`config.mk`:
```
export PLATFORM = sky130hd
export DESIGN_NAME = hazard_ctrl
export DESIGN_NICKNAME = d
export VERILOG_FILES = /design/src/rtl/hazard_ctrl.sv
export SDC_FILE = /design/constraint.sdc
export NUM_CORES = 1
export LEC_CHECK = 0
export CELL_PAD_IN_SITES_DETAIL_PLACEMENT = 1
export CELL_PAD_IN_SITES_GLOBAL_PLACEMENT = 1
export CORE_MARGIN = 4
export CORE_UTILIZATION = 41
export CTS_BUF_LIST = sky130_fd_sc_hd__clkbuf_8 sky130_fd_sc_hd__clkbuf_16
export CTS_CLUSTER_DIAMETER = 80
export DETAILED_ROUTE_END_ITERATION = 10
export MAX_ROUTING_LAYER = met4
export PLACE_DENSITY_LB_ADDON = 0.1
export SYNTH_ARGS = -nofsm -noshare
export SYNTH_HDL_FRONTEND = slang
export SYNTH_SLANG_ARGS = --single-unit
```
`constraint.sdc`:
```
create_clock -name clk -period 3.3 [get_ports clk]
set_input_delay 0.66 -clock clk [delete_from_list [all_inputs] [get_ports clk]]
set_output_delay 0.66 -clock clk [all_outputs]
set_load 0.01 [all_outputs]
```
`src/rtl/hazard_ctrl.sv`:
```
// hazard_ctrl: pipeline hazard unit that produces stall and forward selects from E/M/W shadow entries
//   in : clk, reset (async, active-low), d_ra1/d_ra2/d_wa (D registers),
//        d_tuse_rs0/rs1, d_tuse_rt0/rt1/rt2 (operand-use times), d_res (result class),
//        d_md, md_busy, flush
//   out: stall, fwd_rs_d/fwd_rt_d (0 RF, 1 E, 2 M, 3 W), fwd_rs_e/fwd_rt_e (0 reg, 1 M, 2 W),
//        fwd_rt_m (0 reg, 1 W)
module hazard_ctrl (
    input  logic       clk,
    input  logic       reset,
    input  logic [4:0] d_ra1,
    input  logic [4:0] d_ra2,
    input  logic [4:0] d_wa,
    input  logic       d_tuse_rs0,
    input  logic       d_tuse_rs1,
    input  logic       d_tuse_rt0,
    input  logic       d_tuse_rt1,
    input  logic       d_tuse_rt2,
    input  logic [2:0] d_res,
    input  logic       d_md,
    input  logic       md_busy,
    input  logic       flush,
    output logic       stall,
    output logic [1:0] fwd_rs_d,
    output logic [1:0] fwd_rt_d,
    output logic [1:0] fwd_rs_e,
    output logic [1:0] fwd_rt_e,
    output logic       fwd_rt_m
);
    typedef struct packed {
        logic [4:0] rs;
        logic [4:0] rt;
        logic [4:0] wa;
        logic [1:0] res;
        logic [1:0] tnew;
    } ent_t;

    ent_t e, m, w, e_in;
    logic [1:0] d_cls;
    logic       rs_use, rt_use;
    logic [1:0] rs_tu, rt_tu;
    logic       unused;

    function automatic ent_t age(input ent_t x);
        age = x;
        age.tnew = x.tnew == 2'd0 ? 2'd0 : x.tnew - 2'd1;
    endfunction

    function automatic logic hit(input logic [4:0] r, input logic u, input logic [1:0] tu, input ent_t x);
        return r != 5'd0 && u && r == x.wa && x.tnew > tu;
    endfunction

    function automatic logic [1:0] sel_d(input logic [4:0] r, input ent_t xe, input ent_t xm, input ent_t xw);
        return r == 5'd0 ? 2'd0 :
               (xe.res == 2'd3 && r == xe.wa) ? 2'd1 :
               (r == xm.wa && xm.tnew == 2'd0) ? 2'd2 :
               r == xw.wa ? 2'd3 : 2'd0;
    endfunction

    function automatic logic [1:0] sel_e(input logic [4:0] r, input ent_t xm, input ent_t xw);
        return r == 5'd0 ? 2'd0 :
               (r == xm.wa && xm.tnew == 2'd0) ? 2'd1 :
               r == xw.wa ? 2'd2 : 2'd0;
    endfunction

    // classes 4-7 collapse to no-write so they never create a hazard
    assign d_cls = d_res[2] ? 2'd0 : d_res[1:0];

    always_comb begin
        e_in.rs   = d_ra1;
        e_in.rt   = d_ra2;
        e_in.wa   = d_cls == 2'd0 ? 5'd0 : d_wa;
        e_in.res  = d_cls;
        e_in.tnew = d_cls == 2'd1 ? 2'd1 : d_cls == 2'd2 ? 2'd2 : 2'd0;
    end

    assign rs_use = d_tuse_rs0 | d_tuse_rs1;
    assign rs_tu  = d_tuse_rs0 ? 2'd0 : 2'd1;
    assign rt_use = d_tuse_rt0 | d_tuse_rt1 | d_tuse_rt2;
    assign rt_tu  = d_tuse_rt0 ? 2'd0 : d_tuse_rt1 ? 2'd1 : 2'd2;

    assign stall = hit(d_ra1, rs_use, rs_tu, e) | hit(d_ra1, rs_use, rs_tu, m) |
                   hit(d_ra2, rt_use, rt_tu, e) | hit(d_ra2, rt_use, rt_tu, m) |
                   (d_md & md_busy);

    assign fwd_rs_d = sel_d(d_ra1, e, m, w);
    assign fwd_rt_d = sel_d(d_ra2, e, m, w);
    assign fwd_rs_e = sel_e(e.rs, m, w);
    assign fwd_rt_e = sel_e(e.rt, m, w);
    assign fwd_rt_m = m.rt != 5'd0 && m.rt == w.wa;

    // W only supplies a destination; its other fields are kept for completeness
    assign unused = ^{w.rs, w.rt, w.res, w.tnew, m.rs, m.res};

    always_ff @(posedge clk or negedge reset) begin
        if (!reset) begin
            e <= '0;
            m <= '0;
            w <= '0;
        end else if (flush) begin
            e <= '0;
            m <= '0;
            w <= '0;
        end else begin
            e <= stall ? '0 : e_in;
            m <= age(e);
            w <= age(m);
        end
    end
endmodule
```
==> reports/results.txt, run 1 <==
Final Slew Violations -> 0
Crit path launch type -> input port
Clock buffers created by TritonCTS -> 5
Number of levels in the clock H-tree -> 2
CTS Root Buffer Type -> sky130_fd_sc_hd__clkbuf_8
Ports placed on the boundary -> 38
DRC marker count from the first detailed-route iteration -> 74
Post-synthesis compound-gate area fraction -> 6.54%
Power per unit of standard cell area -> 359 mW/mm2
Number of synthesis warnings -> 0
Die Span Y -> 82.8 um
Router iterations before antenna repair -> 4
Worst-path fanout max -> 2
Worst Max-Slew Pin Slew -> 0.531 ns
Final cell area excluding filler cells -> 0.00301 mm2
DIE AREA -> 0.00686 mm2
Most used DFF post-synth -> sky130_fd_sc_hd__dfrtp_1
Worst setup skew after layout -> 0.00759 ns
Setup TNS -> 0 ns
Design internal power -> 0.794 mW
Cell row count -> 26
Share of synthesized cell area in and, or, nand and nor gates -> 26.8%
Reported leakage power -> 1.31 nW
Part of the total power dissipated in combinational logic -> 20.0%
Element type at the critical path end -> primary output
Data arrival, critical path -> 2.54 ns
Area growth from synthesis to layout -> 31.0%
Dominant combinational cell family by area after synthesis -> simple AND/OR/NAND/NOR gates
Part of the cycle the worst path needs -> 97.0%
Fraction of synthesis flops using an asynchronous set or reset pin -> 100%
Buffers added on ports -> 37
Worst hold slack -> 0.488 ns
Horizontal die dimension -> 82.8 um
Number of distinct library cells after synthesis -> 42
Maximum buffer depth of the clock tree -> 2
Result of the run -> finished, final reports clean
WP data required -> 2.64 ns
GRT busiest layer -> met2
Final worst path period need -> 3.20 ns
First-pass GRT wire length -> 10700 um
Average detailed-routed wire length per instance -> 18.0 um
Part of the Yosys area used for sequential elements -> 39.3%
Detail Placement HPWL -> 4700 um
Net switching fraction of the power -> 26.5%
Unrepaired setup endpoints after global routing -> no
Post-Synthesis Cells -> 233
XOR/XNOR share of the synthesized area -> 19.8%
Worst slew margin relative to its limit -> 64.5%
Via/cell ratio -> 5.39
Largest net degree at the start of global routing -> 37
Worst hold path type -> flip-flop to flip-flop
DRC violations left -> 0
Clock transition at the registers of the reported paths -> 0.07 ns
Area of the core region -> 0.00527 mm2
Layout net count -> 315
All-layer global routing usage -> 19.9%
Total gr overflow -> 0
Number of max-cap violations -> 0
Power dissipated by switching net loads -> 0.286 mW
Number of diodes -> 0
Instance area after placement -> 0.00283 mm2
Final Routed Wirelength -> 6330 um
Slack of the worst reg-to-reg path -> 1.34 ns
Least setup slack across all paths after layout -> 0.100 ns
Count of fill cells added during filler insertion -> 602
Total number of clock tree sinks -> 36
Global-route met3 utilization -> 3.56%
Setup slack at placement -> -0.426 ns
Sequential cell fraction of total power -> 44.0%
Netlist area before placement -> 0.00229 mm2
Gp weighted congestion -> 0.866
GRT met1 Usage -> 24.2%
Number of enable-type register cells in the synthesized netlist -> 0
DR vias -> 1896
Synthesized area per cell -> 9.85 um2
Via count of the first global-routing pass -> 2121
Initial core utilization -> 43.5%
Highest ir drop seen on vdd -> 175 uV
Flip-flop and latch count after synthesis -> 36
Share of power burned in the clock network -> 36.1%
Final number of hold-violating endpoints -> 0
Met2 Use GR -> 34.7%
Post-route antenna net violation count -> 0
Post-Synthesis Net Count -> 267
Antenna violations before repair -> 0
Post-synthesis adder-cell area fraction -> 3.27%
Multiplexer share of the synthesized area -> 0%
CTS tree -> yes
Startpoint-to-endpoint class of the critical path -> input port to primary output
Share of post-route cells with drive strength above 1 -> 19.1%
Number of failing setup endpoints in the final timing report -> 0
Clock latency reported for the late side of the worst-skew pair -> 0.30 ns
Highest Clock Rate -> 313 MHz
==> flip-flops by register name, indices dropped and copies added, names as in the netlist <==
register / flops
e: 19
m: 12
w: 5
==> layout by cell type (no fill, tap or decap), types with 2 or more instances in the layout <==
cell type and count:
sky130_fd_sc_hd__xor2_1 23, sky130_fd_sc_hd__nand3_1 8, sky130_fd_sc_hd__dfrtp_1 36, sky130_fd_sc_hd__a2111oi_2 2
sky130_fd_sc_hd__nor2_1 10, sky130_fd_sc_hd__a21oi_1 6, sky130_fd_sc_hd__nand2_1 10, sky130_fd_sc_hd__ha_1 5
sky130_fd_sc_hd__nor2b_1 15, sky130_fd_sc_hd__nor4_1 5, sky130_fd_sc_hd__xnor2_1 29, sky130_fd_sc_hd__nor3b_1 2
sky130_fd_sc_hd__clkbuf_8 5, sky130_fd_sc_hd__inv_1 6, sky130_fd_sc_hd__nor3_2 3, sky130_fd_sc_hd__nor4b_2 9
sky130_fd_sc_hd__nand4_1 3, sky130_fd_sc_hd__clkdlybuf4s50_1 31, sky130_fd_sc_hd__a21o_1 2, sky130_fd_sc_hd__buf_4 21
sky130_fd_sc_hd__nor3_1 14, sky130_fd_sc_hd__o21a_1 2, sky130_fd_sc_hd__nand3b_1 2, sky130_fd_sc_hd__dlygate4sd2_1 3
sky130_fd_sc_hd__a211oi_1 2, sky130_fd_sc_hd__nor4_2 2
==> path summary, 6_finish.rpt <==
kind	startpoint	cells after the start	endpoint
max	d_ra2[1]	7	stall
min	e[0]$_DFF_PN0_	1	m[0]$_DFF_PN0_
max reg2reg	m[8]$_DFF_PN0_	7	e[17]$_DFF_PN0_
min reg2reg	e[0]$_DFF_PN0_	1	m[0]$_DFF_PN0_
max in group asynchronous	reset	2	w[4]$_DFF_PN0_
min in group asynchronous	reset	2	e[8]$_DFF_PN0_
==> cells by family after synthesis <==
logic type,count (synthesis)
simple gates,95
flops,36
xor+xnor,52
buf+inv,23
fa+ha+maj,6
compound gates,21
==> cell type report <==
cell class / instances / area (um2) / share of cell area (%)
inverter: 6 / 22.5 / 0.749
clock inverter: 3 / 42.5 / 1.41
tap: 70 / 87.6 / 2.91
sequential: 36 / 901 / 30.0
clock buffer: 5 / 68.8 / 2.29
timing repair buffer: 58 / 520 / 17.3
multi-input combinational: 174 / 1360 / 45.4
==> power by group through the flow <==
stage | Combinational (mW) | Clock (mW) | Sequential, mW
floorplan | 0.111 | 0 | 0.475
global placement | 0.203 | 0 | 0.483
detailed placement | 0.208 | 0 | 0.484
CTS | 0.212 | 0.394 | 0.475
global route | 0.238 | 0.421 | 0.477
finish | 0.216 | 0.389 | 0.475
==> stage by stage <==
step | instances | utilization (%) | total power [mW]
global placement | 343 | 53.6 | 0.686
CTS | 351 | 56.3 | 1.08
floorplan | 233 | - | 0.586
global route | 352 | 57.1 | 1.14
detailed placement | 343 | 53.6 | 0.692
finish | 352 | 57.1 | 1.08
==> layer usage <==
| metal | part of all wire (%) | wire (um) |
|---|---|---|
| met2 | 52 | 3270 |
| met3 | 3.5 | 222 |
| met5 | 0 | 0 |
| met4 | 1.1 | 70 |
| met1 | 44 | 2760 |
==> critical path: stages <==
cell	delay (ns)
sky130_fd_sc_hd__clkdlybuf4s50_1	0.43
sky130_fd_sc_hd__or4_4	0.56
sky130_fd_sc_hd__nor2_4	0.15
sky130_fd_sc_hd__a2111oi_2	0.06
sky130_fd_sc_hd__a221o_1	0.33
sky130_fd_sc_hd__or2_1	0.23
sky130_fd_sc_hd__clkbuf_2	0.13
==> synth_stat cells, types with 2 or more instances <==
| library cell | number | area [um2] |
|---|---|---|
| sky130_fd_sc_hd__a21oi_1 | 7 | 35.0 |
| sky130_fd_sc_hd__nor3b_1 | 2 | 15.0 |
| sky130_fd_sc_hd__nand3_1 | 9 | 45.0 |
| sky130_fd_sc_hd__nor2_1 | 10 | 37.5 |
| sky130_fd_sc_hd__ha_1 | 6 | 75.1 |
| sky130_fd_sc_hd__nand4_1 | 3 | 18.8 |
| sky130_fd_sc_hd__nand2_1 | 10 | 37.5 |
| sky130_fd_sc_hd__or4_1 | 2 | 15.0 |
| sky130_fd_sc_hd__nor4_2 | 2 | 25.0 |
| sky130_fd_sc_hd__a211oi_1 | 2 | 15.0 |
| sky130_fd_sc_hd__nor4_1 | 5 | 31.3 |
| sky130_fd_sc_hd__xor2_1 | 23 | 201 |
| sky130_fd_sc_hd__nor2b_1 | 16 | 100 |
| sky130_fd_sc_hd__xnor2_1 | 29 | 254 |
| sky130_fd_sc_hd__nand3b_1 | 2 | 15.0 |
| sky130_fd_sc_hd__buf_1 | 2 | 7.51 |
| sky130_fd_sc_hd__clkbuf_1 | 12 | 45.0 |
| sky130_fd_sc_hd__o21a_1 | 2 | 15.0 |
| sky130_fd_sc_hd__dfrtp_1 | 36 | 901 |
| sky130_fd_sc_hd__nor4b_2 | 9 | 135 |
| sky130_fd_sc_hd__nor3_1 | 17 | 85.1 |
| sky130_fd_sc_hd__inv_1 | 6 | 22.5 |
| sky130_fd_sc_hd__a21o_1 | 2 | 15.0 |
==> repair_timing <==
item	CTS	global route
setup endpoints to repair	5	3
resized for setup	12	12
setup buffers	0	1
pin swaps	0	5
hold buffers	0	0
gates cloned	0	0
Power figures use the tool's default switching activity.
==> inputs of run 2 (changes only) <==
- CORE_UTILIZATION: 41 -> 44
- clock period: 3.3 -> 3.8 ns (I/O delays scaled with it)
==> reports/results.txt, run 2 (synthesis gave the netlist of run 1 again) <==
Result of the run -> finished, final reports clean
Total number of clock tree sinks -> 36 (unchanged)
Number of failing setup endpoints in the final timing report -> 0 (unchanged)
Instance area after placement -> 0.00280 mm2 (-0.80%)
CTS Root Buffer Type -> sky130_fd_sc_hd__clkbuf_8
Sequential cell fraction of total power -> 49.0% (+5.0 points)
Crit path launch type -> input port
Via count of the first global-routing pass -> 2044 (-3.6%)
DRC marker count from the first detailed-route iteration -> 52 (-30%)
Element type at the critical path end -> primary output
CTS tree -> yes
Horizontal die dimension -> 80.2 um (-3.1%)
Maximum buffer depth of the clock tree -> 2 (unchanged)
Clock latency reported for the late side of the worst-skew pair -> 0.28 ns (-0.02 ns)
Detail Placement HPWL -> 4540 um (-3.6%)
Startpoint-to-endpoint class of the critical path -> input port to primary output
Least setup slack across all paths after layout -> 0.141 ns (+0.0409 ns)
Area growth from synthesis to layout -> 26.3%
Area of the core region -> 0.00507 mm2 (-3.7%)
Final worst path period need -> 3.66 ns
DIE AREA -> 0.00643 mm2 (-6.2%)
Clock buffers created by TritonCTS -> 5 (unchanged)
Final Routed Wirelength -> 5960 um (-5.9%)
Number of flip-flops in the largest register -> 19 (unchanged)
Power dissipated by switching net loads -> 0.226 mW (-21%)
Post-route antenna net violation count -> 0 (unchanged)
First-pass GRT wire length -> 10300 um (-4.1%)
Share of power burned in the clock network -> 29.5% (-6.6 points)
Finished Core Util -> 57.1% (about the same)
Gp weighted congestion -> 0.820 (-5.3%)
Buffers added on ports -> 37 (unchanged)
Worst setup skew after layout -> 0.00260 ns (-0.00500 ns)
Number of max-cap violations -> 0 (unchanged)
Part of the total power dissipated in combinational logic -> 21.5% (+1.5 points)
Largest register by flop count -> e
Ports placed on the boundary -> 38 (unchanged)
DRC violations left -> 0 (unchanged)
Highest Clock Rate -> 273 MHz
Data arrival, critical path -> 2.90 ns (+0.36 ns)
Highest ir drop seen on vdd -> 178 uV (+1.6%)
Via/cell ratio -> 5.26 (-2.4%)
Part of the cycle the worst path needs -> 96.3%
Number of levels in the clock H-tree -> 2 (unchanged)
Initial core utilization -> 45.2% (+1.7 points)
Setup slack at placement -> -0.0420 ns (+0.384 ns)
Worst slew margin relative to its limit -> 66.4% (+1.9 points)
Antenna violations before repair -> 0 (unchanged)
CTS Hold Buffers Added -> 0 (unchanged)
Total gr overflow -> 0 (unchanged)
Largest net degree at the start of global routing -> 37 (unchanged)
Net switching fraction of the power -> 26.9% (+0.39 points)
WP data required -> 3.04 ns (+0.40 ns)
Unrepaired setup endpoints after global routing -> no
Layout net count -> 311 (-1.3%)
Clock transition at the registers of the reported paths -> 0.06 ns (about the same)
Worst hold path type -> flip-flop to flip-flop
Average detailed-routed wire length per instance -> 17.2 um (-4.6%)
Share of post-route cells with drive strength above 1 -> 14.1% (-5.1 points)
Worst Max-Slew Pin Slew -> 0.502 ns (-0.0285 ns)
Cell row count -> 26 (unchanged)
Worst-path fanout max -> 3 (+1)
Final Slew Violations -> 0 (unchanged)
Regs by FF count -> e (19), m (12), w (5)
All-layer global routing usage -> 21.7% (+1.8 points)
Commonest non-fill, non-tap cells in the layout -> sky130_fd_sc_hd__dfrtp_1 (36), sky130_fd_sc_hd__clkdlybuf4s50_1 (35), sky130_fd_sc_hd__xnor2_1 (29), sky130_fd_sc_hd__xor2_1 (23), sky130_fd_sc_hd__buf_4 (17)
Design internal power -> 0.615 mW (-22%)
Final Total Pwr -> 0.841 mW (-22%)
Final number of hold-violating endpoints -> 0 (unchanged)
Power per unit of standard cell area -> 290 mW/mm2 (-19%)
Final cell area excluding filler cells -> 0.00290 mm2 (-3.6%)
Reported leakage power -> 1.25 nW (-4.5%)
Router iterations before antenna repair -> 3 (-1)
Number of diodes -> 0 (unchanged)
Most common cell after layout, fill and taps aside -> sky130_fd_sc_hd__dfrtp_1
Die Span Y -> 80.2 um (-3.1%)
DR vias -> 1824 (-3.8%)
-- run 2: path summary, 6_finish.rpt --
path,startpoint,to,slack [ns],depth (start not counted)
max in group asynchronous,reset,e[18]$_DFF_PN0_,2.58,2
setup / recovery,d_ra2[4],fwd_rt_d[1],0.14,8
min in group asynchronous,reset,e[4]$_DFF_PN0_,0.89,2
hold / removal,e[0]$_DFF_PN0_,m[0]$_DFF_PN0_,0.43,1
hold reg to reg,e[0]$_DFF_PN0_,m[0]$_DFF_PN0_,0.43,1
setup reg to reg,e[0]$_DFF_PN0_,e[5]$_DFF_PN0_,1.81,6
-- run 2: critical path: stages --
cell and delay (ns):
sky130_fd_sc_hd__clkdlybuf4s50_1 0.47, sky130_fd_sc_hd__buf_4 0.18, sky130_fd_sc_hd__xnor2_1 0.16, sky130_fd_sc_hd__nand3_1 0.11, sky130_fd_sc_hd__nor3_2 0.21, sky130_fd_sc_hd__a21boi_0 0.11
sky130_fd_sc_hd__a311oi_1 0.30, sky130_fd_sc_hd__clkdlybuf4s50_1 0.59
-- run 2: stage by stage --
step / cells / hold WS (ns) / TNS, ns
after floorplan: 233 / 0.409 / 0
after global placement: 340 / 0.422 / -0.0314
after detailed placement: 340 / 0.426 / -0.0420
after CTS: 347 / 0.436 / 0
after global routing: 347 / 0.449 / 0
final: 347 / 0.432 / 0
-- run 2: layer usage --
layer	GRT usage [%]	vias to the layer above	part of all wire [%]
met5	-	-	0
met1	24.8	905	42
met2	38.7	27	53
met4	5.74	0	1.2
met3	4.15	7	3.1
li1	-	885	-
-- run 2: power groups by stage --
stage | Clock, mW | Combinational [mW] | Sequential (mW)
floorplan | 0 | 0.0968 | 0.412
global placement | 0 | 0.175 | 0.419
detailed placement | 0 | 0.180 | 0.420
CTS | 0.260 | 0.183 | 0.413
global route | 0.278 | 0.201 | 0.414
finish | 0.248 | 0.181 | 0.412
-- run 2: repair_timing --
item / in CTS / in global routing
pin swaps: 0 / 0
setup endpoints to repair: 1 / 2
gates resized for setup: 4 / 2
setup buffers: 0 / 0
-- run 2: final cells by class --
cell class                      instances  area (um2)
Timing Repair Buffer                   54         499
Clock buffer                            5        68.8
Sequential cell                        36         901
Fill cell                             589        2180
Clock inverter                          2        8.76
Multi-Input combinational cell        174        1310
Inverter                                6        22.5
Tap cell                               70        87.6
